==> config.mk <==
export PLATFORM = sky130hd
export DESIGN_NAME = instr_fetch
export DESIGN_NICKNAME = d
export VERILOG_FILES = /design/src/rtl/instr_fetch.sv
export SDC_FILE = /design/constraint.sdc
export NUM_CORES = 1
export LEC_CHECK = 0
export CAP_MARGIN = 0
export CORE_MARGIN = 1.5
export CORE_UTILIZATION = 30
export DETAILED_ROUTE_END_ITERATION = 8
export PLACE_DENSITY = 0.65
export SLEW_MARGIN = 5
export SYNTH_ARGS = -nofsm -noshare
export SYNTH_HDL_FRONTEND = slang
export SYNTH_SLANG_ARGS = --single-unit
export TNS_END_PERCENT = 100
==> constraint.sdc <==
create_clock -name CLK -period 2.3 [get_ports CLK]
set_clock_uncertainty 0.2 [all_clocks]
set_input_delay 0.46 -clock CLK [delete_from_list [all_inputs] [get_ports CLK]]
set_output_delay 0.46 -clock CLK [all_outputs]
set_load 0.02 [all_outputs]
==> src/rtl/instr_fetch.sv <==
// Instruction fetch unit: issues one word-aligned read per instruction,
// holds the returned word for decode, and supports flush/redirect with
// discard of in-flight responses plus a WAIT-state timeout.
module instr_fetch #(
   parameter int unsigned ADDR_W = 32,
   parameter int unsigned DATA_W = 32,
   parameter int unsigned TMO    = 15
) (
   input  logic              CLK,
   input  logic              RESET,
   input  logic              fetch_en,
   input  logic              flush,
   input  logic [ADDR_W-1:0] pc,
   output logic              pc_adv,
   output logic              mem_req,
   output logic [ADDR_W-1:0] mem_addr,
   input  logic              mem_gnt,
   input  logic              mem_rvalid,
   input  logic [DATA_W-1:0] mem_rdata,
   output logic [DATA_W-1:0] instr,
   output logic [ADDR_W-1:0] instr_pc,
   output logic              instr_valid,
   input  logic              instr_ready,
   output logic              err_misalign,
   output logic              err_timeout
);

   typedef enum logic [2:0] {
      S_IDLE,
      S_REQ,
      S_WAIT,
      S_HOLD,
      S_DROP
   } state_e;

   localparam logic [7:0] TMO_LAST = 8'(TMO - 1);

   state_e            state_q, state_d;
   logic [ADDR_W-1:0] mem_addr_q, mem_addr_d;
   logic [DATA_W-1:0] instr_q, instr_d;
   logic [ADDR_W-1:0] instr_pc_q, instr_pc_d;
   logic              err_mis_q, err_mis_d;
   logic              err_tmo_q, err_tmo_d;
   logic [7:0]        cnt_q, cnt_d;

   logic aligned;
   logic fetch_ok;
   logic tmo_hit;

   assign aligned  = (pc[1:0] == 2'b00);
   assign fetch_ok = fetch_en && !flush && aligned;
   assign tmo_hit  = (cnt_q == TMO_LAST);

   // State register
   always_ff @(posedge CLK) begin
      if (RESET) state_q <= S_IDLE;
      else       state_q <= state_d;
   end

   // Next-state selection; flush outranks every handshake
   always_comb begin
      state_d = state_q;
      case (state_q)
         S_IDLE: if (fetch_ok) state_d = S_REQ;
         S_REQ: begin
            if (flush)        state_d = mem_gnt ? S_DROP : S_IDLE;
            else if (mem_gnt) state_d = S_WAIT;
         end
         S_WAIT: begin
            // A flush coinciding with the beat consumes it, so nothing is left to drop
            if (flush)           state_d = mem_rvalid ? S_IDLE : S_DROP;
            else if (mem_rvalid) state_d = S_HOLD;
            else if (tmo_hit)    state_d = S_DROP;
         end
         S_HOLD: if (flush || instr_ready) state_d = S_IDLE;
         S_DROP: if (mem_rvalid) state_d = S_IDLE;
         default: state_d = S_IDLE;
      endcase
   end

   // State-decoded outputs
   always_comb begin
      mem_req     = (state_q == S_REQ);
      instr_valid = (state_q == S_HOLD);
      pc_adv      = (state_q == S_HOLD) && instr_ready && !flush && !RESET;
   end

   // Datapath next values: address latch, instruction capture, errors, WAIT counter
   always_comb begin
      mem_addr_d = mem_addr_q;
      instr_d    = instr_q;
      instr_pc_d = instr_pc_q;
      err_mis_d  = err_mis_q;
      err_tmo_d  = err_tmo_q;
      cnt_d      = '0;
      if (state_q == S_IDLE) begin
         if (fetch_ok) mem_addr_d = pc;
         if (fetch_en && !flush && !aligned) err_mis_d = 1'b1;
      end
      if (state_q == S_WAIT) begin
         cnt_d = cnt_q + 8'd1;
         if (mem_rvalid && !flush) begin
            instr_d    = mem_rdata;
            instr_pc_d = mem_addr_q;
         end
         if (!mem_rvalid && !flush && tmo_hit) err_tmo_d = 1'b1;
      end
   end

   // Datapath registers
   always_ff @(posedge CLK) begin
      if (RESET) begin
         mem_addr_q <= '0;
         instr_q    <= '0;
         instr_pc_q <= '0;
         err_mis_q  <= 1'b0;
         err_tmo_q  <= 1'b0;
         cnt_q      <= '0;
      end else begin
         mem_addr_q <= mem_addr_d;
         instr_q    <= instr_d;
         instr_pc_q <= instr_pc_d;
         err_mis_q  <= err_mis_d;
         err_tmo_q  <= err_tmo_d;
         cnt_q      <= cnt_d;
      end
   end

   assign mem_addr     = mem_addr_q;
   assign instr        = instr_q;
   assign instr_pc     = instr_pc_q;
   assign err_misalign = err_mis_q;
   assign err_timeout  = err_tmo_q;

endmodule

==> results of run 1 <==
tightest hold or removal path, stage by stage, from the launching register on:
cell,delay (ns)
dfxtp_1,0.31
nand2_1,0.05
a21oi_1,0.05
stage by stage:
stage                     total power, W  setup WS [ns]  hold WS [ns]  util (%)
after floorplan                 0.002039         0.2853        0.2258         -
after global placement          0.002216        -0.5597        0.2387     46.28
after detailed placement        0.002219        -0.5669        0.2455     46.28
after CTS                       0.003815       -0.03523        0.2557     48.68
after global routing            0.003903         0.1305        0.2714     48.81
final                           0.003750         0.2312        0.2532     48.81
cells in the final DEF, fill, tap and decap left out, types with 2 or more instances in the layout:
cell / count
nand2_1: 191
clkdlybuf4s50_1: 166
dfxtp_1: 109
a21oi_1: 95
nor2_1: 16
buf_4: 16
clkbuf_16: 9
nand3_1: 5
xor2_1: 4
and3_1: 4
buf_12: 4
inv_1: 3
nor2b_1: 3
xnor2_1: 2
ha_1: 2
inv_6: 2
final timing paths:
path | from | end | slack, ns | cells after the start
worst max register to register | state_q[0] | state_q[2] | 0.46 | 5
worst max-delay path | state_q[0] | pc_adv | 0.23 | 3
worst min-delay path | instr[13] | instr[13] | 0.25 | 2
worst min register to register | instr[13] | instr[13] | 0.25 | 2
cell type report:
| type | instances | area [um2] |
|---|---|---|
| fill | 1243 | 6565 |
| sequential | 109 | 2182 |
| timing repair buffer | 190 | 1899 |
| multi-input combinational | 346 | 1644 |
| clock buffer | 10 | 239.0 |
| tap | 172 | 215.2 |
| clock inverter | 6 | 68.82 |
| inverter | 3 | 11.26 |
cells by family after synthesis:
kind of cell    count (synthesis)  synth area share, %
buf+inv                        38                4.693
fa+ha+maj                       2               0.6257
mux                             2               0.6257
compound gates                102                13.36
flops                         109                54.57
simple gates                  234                24.81
xor+xnor                        6                1.314
per-layer routing:
metal / vias to the layer above / wire (um) / share of wire [%]
li1: 1929 / - / -
met1: 1779 / 4835 / 43
met2: 116 / 5586 / 49
met3: 10 / 782 / 6.9
met4: 0 / 146 / 1.3
met5: - / 0 / 0
timing repair:
item	in CTS	in global routing
resized for setup	9	5
buffers inserted	0	1
pin swaps	0	1
setup endpoints to repair	3	2
flip-flops by register name, summed over array words and instances, names as in the netlist:
| name | count |
|---|---|
| state_q | 3 |
| err_timeout | 1 |
| err_misalign | 1 |
| cnt_q | 8 |
| mem_addr | 32 |
| instr | 32 |
| instr_pc | 32 |
power by group through the flow:
stage | Combinational, W | Sequential (W) | Clock, W
detailed placement | 0.000265 | 0.00195 | 0
global route | 0.000285 | 0.00191 | 0.00171
CTS | 0.000266 | 0.00191 | 0.00164
floorplan | 0.0000708 | 0.00197 | 0
finish | 0.000265 | 0.00191 | 0.00157
global placement | 0.000262 | 0.00195 | 0
==> flow_metrics.py, run 1 <==
metrics = {
    "clock_network": {
        "cts_buffer_depth": 2,
        "root_buffer": "clkbuf_16",
        "path_clk_slew_ns": 0.07,
        "cts_buffers": 9,
        "cts_tree": "done",
        "ctsHoldBuffers": 0,
        "clock_latency_ns": 0.35,
        "htreeDepth": 3,
        "cts.sinks": 109,
    },
    "global_route": {
        "busiest_layer": "met2",
        "grt_pass1_wl_mm": 18.48,
        "track_usage_pct": 16.45,
        "gr-usage-met2_pct": 28.45,
        "grt_pass1_vias": 3782,
        "antenna_found_initial": 0,
        "grt_max_degree": 65,
        "grt_remaining_overflow": 0,
        "met1_usage_pct": 18.83,
        "grtUsageMet3_pct": 6.564,
    },
    "sta": {
        "min_period_ns": 2.069,
        "final-hold-violation-count": 0,
        "slew_headroom_pct": 63.18,
        "period_share_pct": 89.95,
        "max_freq_mhz": 483.4,
        "rsz0062_at_grt": "false",
        "worst_pin_slew_ns": 0.5522,
        "setup_violations": 0,
        "setup_tns_ns": 0,
        "drv_slew": 0,
    },
    "detailed_routing": {
        "via_per_inst": 4.586,
        "drt-pass1-iter-count": 4,
        "wl_mm": 11.35,
        "route.detailed.drc": 0,
        "post_drt_wl_per_cell_um": 13.58,
        "first_iter_violations": 107,
        "antenna_left": 0,
        "num_vias": 3834,
    },
    "worst_setup_path": {
        "slowest_stage": "or3b_4",
        "arrival_ns": 1.41,
        "max_stage_delay_ns": 0.41,
        "crit_path_end_kind": "output pin",
        "criticalPathCategory": "flip-flop to output pin",
        "required_ns": 1.64,
        "startpoint_type": "flip-flop",
        "cp_max_fo": 3,
        "cp_num_buf_inv": 1,
        "crit_family": "simple AND/OR/NAND/NOR gates",
        "path_cells": "or3b_4 > nor3_4 > buf_6",
    },
    "yosys": {
        "synth_cell_type_count": 36,
        "async_flop_share_pct": 0,
        "synth_most_common_cell": "nand2_1",
        "ys_top_cells_by_area": "dfxtp_1, nand2_1, a21oi_1, clkbuf_1, buf_4",
        "synth_largest_area_cell": "dfxtp_1",
        "synth_edf_count": 0,
        "yosys_warnings": 0,
        "synth_area_um2": 3999,
        "ys_seq_area_share_pct": 54.57,
        "synth_common_cells": "nand2_1, dfxtp_1, a21oi_1, clkbuf_1, nor2_1",
        "avgSynthCellArea_um2": 8.111,
        "synthFlopType": "dfxtp_1",
        "ys_ff_latch": 109,
        "synth_nets": 566,
        "synth_top_cell_area_share_pct": 54.57,
        "netlist_instances": 493,
    },
    "floorplanning": {
        "die_w_um": 118.5,
        "num_rows": 41,
        "die_area_um2": 14030,
        "io-pin-count": 172,
        "initial_core_util_pct": 31.18,
        "fp.dieH_um": 118.5,
        "core_um2": 12820,
    },
    "layout": {
        "final_cells": 836,
        "insertedDiodeCount": 0,
        "drive_gt1_share_pct": 7.380,
        "nNetsFinal": 732,
        "final_area_um2": 6260,
        "syn_to_final_growth_pct": 56.54,
    },
    "place": {
        "dpl_cell_area_um2": 5936,
        "dp_hpwl_mm": 7.997,
        "io_buffers": 171,
        "dpl.cell_count": 819,
        "place.gp.congestion": 0.7792,
    },
    "job": {
        "max_cap_violations": 0,
    },
    "power": {
        "power.internal_w": 0.002938,
        "p_leak_nw": 2.152,
        "clkPwrFrac_pct": 42.0,
        "switchingPower_w": 0.0008119,
        "p_seq_share_pct": 50.9,
        "vdd_drop_max_uv": 383.3,
        "pwr-share-comb_pct": 7.1,
        "p_sw_share_pct": 21.65,
        "power_density_nw_per_um2": 599.0,
    },
    "worst_hold_path": {
        "hp-class": "flip-flop to flip-flop",
    },
    "outcome": {
        "status": "finished, final reports clean",
    },
}
Power figures use the tool's default switching activity.
==> run 2: changes to the inputs <==
GPL_TIMING_DRIVEN = 0   (was not set)
==> flow_metrics.py, run 2 (same netlist as run 1, synthesis figures left out) <==
metrics = {
    "outcome": {
        "status": "finished, final reports clean",
    },
    "worst_setup_path": {
        "crit_path_end_kind": "output pin",
        "max_stage_delay_ns": 0.42,
        "criticalPathCategory": "flip-flop to output pin",
        "path_cells": "buf_4 > or3b_4 > nor3_2 > buf_4",
        "required_ns": 1.64,
        "arrival_ns": 1.56,
        "crit_start": "state_q[0]",
        "slowest_stage": "or3b_4",
        "rr_worst_depth": 5,
        "cp_common_cell": "buf_4",
        "r2r-start": "state_q[0]",
        "startpoint_type": "flip-flop",
        "cp_max_fo": 10,
    },
    "place": {
        "post-place-ws_ns": -0.9960,
        "dpl.cell_count": 836,
        "dp_hpwl_mm": 8.836,
        "io_buffers": 171,
        "place.gp.congestion": 0.7866,
        "dpl_cell_area_um2": 5926,
    },
    "detailed_routing": {
        "via_per_inst": 4.562,
        "drt-pass1-iter-count": 4,
        "num_vias": 3887,
        "first_iter_violations": 178,
        "route.detailed.drc": 0,
        "wl_mm": 11.77,
        "post_drt_wl_per_cell_um": 13.82,
        "antenna_left": 0,
    },
    "layout": {
        "final_cells": 852,
        "layout_common_cells": "nand2_1, clkdlybuf4s50_1, dfxtp_1",
        "final_area_um2": 6297,
        "nNetsFinal": 748,
        "insertedDiodeCount": 0,
        "syn_to_final_growth_pct": 57.48,
        "drive_gt1_share_pct": 6.176,
        "fillers": 1221,
        "final_common_cell": "nand2_1",
    },
    "power": {
        "p_leak_nw": 2.165,
        "power_density_nw_per_um2": 629.0,
        "total_power_w": 0.003961,
        "vdd_drop_max_uv": 352.8,
    },
    "sta": {
        "setup_tns_ns": 0,
        "period_share_pct": 96.63,
        "min_period_ns": 2.222,
        "worst_pin_slew_ns": 0.6407,
        "slew_headroom_pct": 57.29,
        "setup_violations": 0,
        "max_freq_mhz": 450.0,
        "final-hold-violation-count": 0,
        "drv_slew": 0,
        "rsz0062_at_grt": "false",
        "setup_ws_ns": 0.07753,
    },
    "worst_hold_path": {
        "min_from": "instr[19]",
        "hp-class": "flip-flop to flip-flop",
        "holdPathStages": 2,
    },
    "clock_network": {
        "cts_buffers": 9,
        "cts.sinks": 109,
        "cts_tree": "done",
        "cts_buffer_depth": 2,
        "root_buffer": "clkbuf_16",
        "clock_latency_ns": 0.35,
        "path_clk_slew_ns": 0.07,
        "cts_setup_buffers": 0,
        "htreeDepth": 3,
    },
    "floorplanning": {
        "io-pin-count": 172,
        "die_area_um2": 14030,
        "die_w_um": 118.5,
        "initial_core_util_pct": 31.18,
        "core_um2": 12820,
        "fp.dieH_um": 118.5,
        "num_rows": 41,
    },
    "job": {
        "max_cap_violations": 0,
    },
    "global_route": {
        "grt_max_degree": 18,
        "antenna_found_initial": 0,
        "track_usage_pct": 16.98,
        "grt_remaining_overflow": 0,
        "grt_pass1_vias": 3785,
        "grt_pass1_wl_mm": 19.01,
    },
}
[run 2: layer usage]
metal	wire, um	GRT usage, %	up-vias
li1	-	-	1971
met1	5369	21.35	1784
met2	5549	28.20	116
met3	618	3.861	16
met4	235	6.702	0
met5	0	0	-
[run 2: area by class of cell]
| class | instances | area, um2 | share of cell area (%) |
|---|---|---|---|
| Buffer | 35 | 197.7 | 3.139 |
| Tap cell | 172 | 215.2 | 3.417 |
| Multi-Input combinational cell | 346 | 1634 | 25.95 |
| Sequential cell | 109 | 2182 | 34.65 |
| Inverter | 3 | 11.26 | 0.1788 |
| Timing Repair Buffer | 171 | 1708 | 27.12 |
| Clock buffer | 11 | 242.7 | 3.855 |
| Clock inverter | 5 | 106.4 | 1.689 |
[run 2: repair_timing]
item,4_1_cts,5_1_grt
hold endpoints to repair,0,0
pin swaps,0,0
resized for setup,16,2
hold buffers,0,0
endpoints found under the setup margin,33,1
[run 2: path summary, 6_finish.rpt]
check / end / slack (ns)
max reg2reg: state_q[2] / 0.38
max: pc_adv / 0.08
min: instr[19] / 0.25
min reg2reg: instr[19] / 0.25
[run 2: power breakdown]
part           internal (W)  switching (W)  leakage, nW
sequential          0.00190      0.0000103        0.879
clock               0.00110       0.000685        0.166
combinational      0.000155       0.000112         1.12
total               0.00315       0.000807         2.17
[run 2: through the flow]
step           hold slack, ns  utilization [%]
2_1_floorplan          0.2258                -
3_3_place_gp           0.2377            46.20
3_5_place_dp           0.2461            46.20
4_1_cts                0.2560            49.07
5_1_grt                0.2707            49.10
6_report               0.2531            49.10
[run 2: worst max-delay path: cells and delay by family, from the launching register on]
family / cells / cell delay, ns
buffers and inverters: 2 / 0.33
flip-flops: 1 / 0.31
AND/OR/NAND/NOR: 2 / 0.58
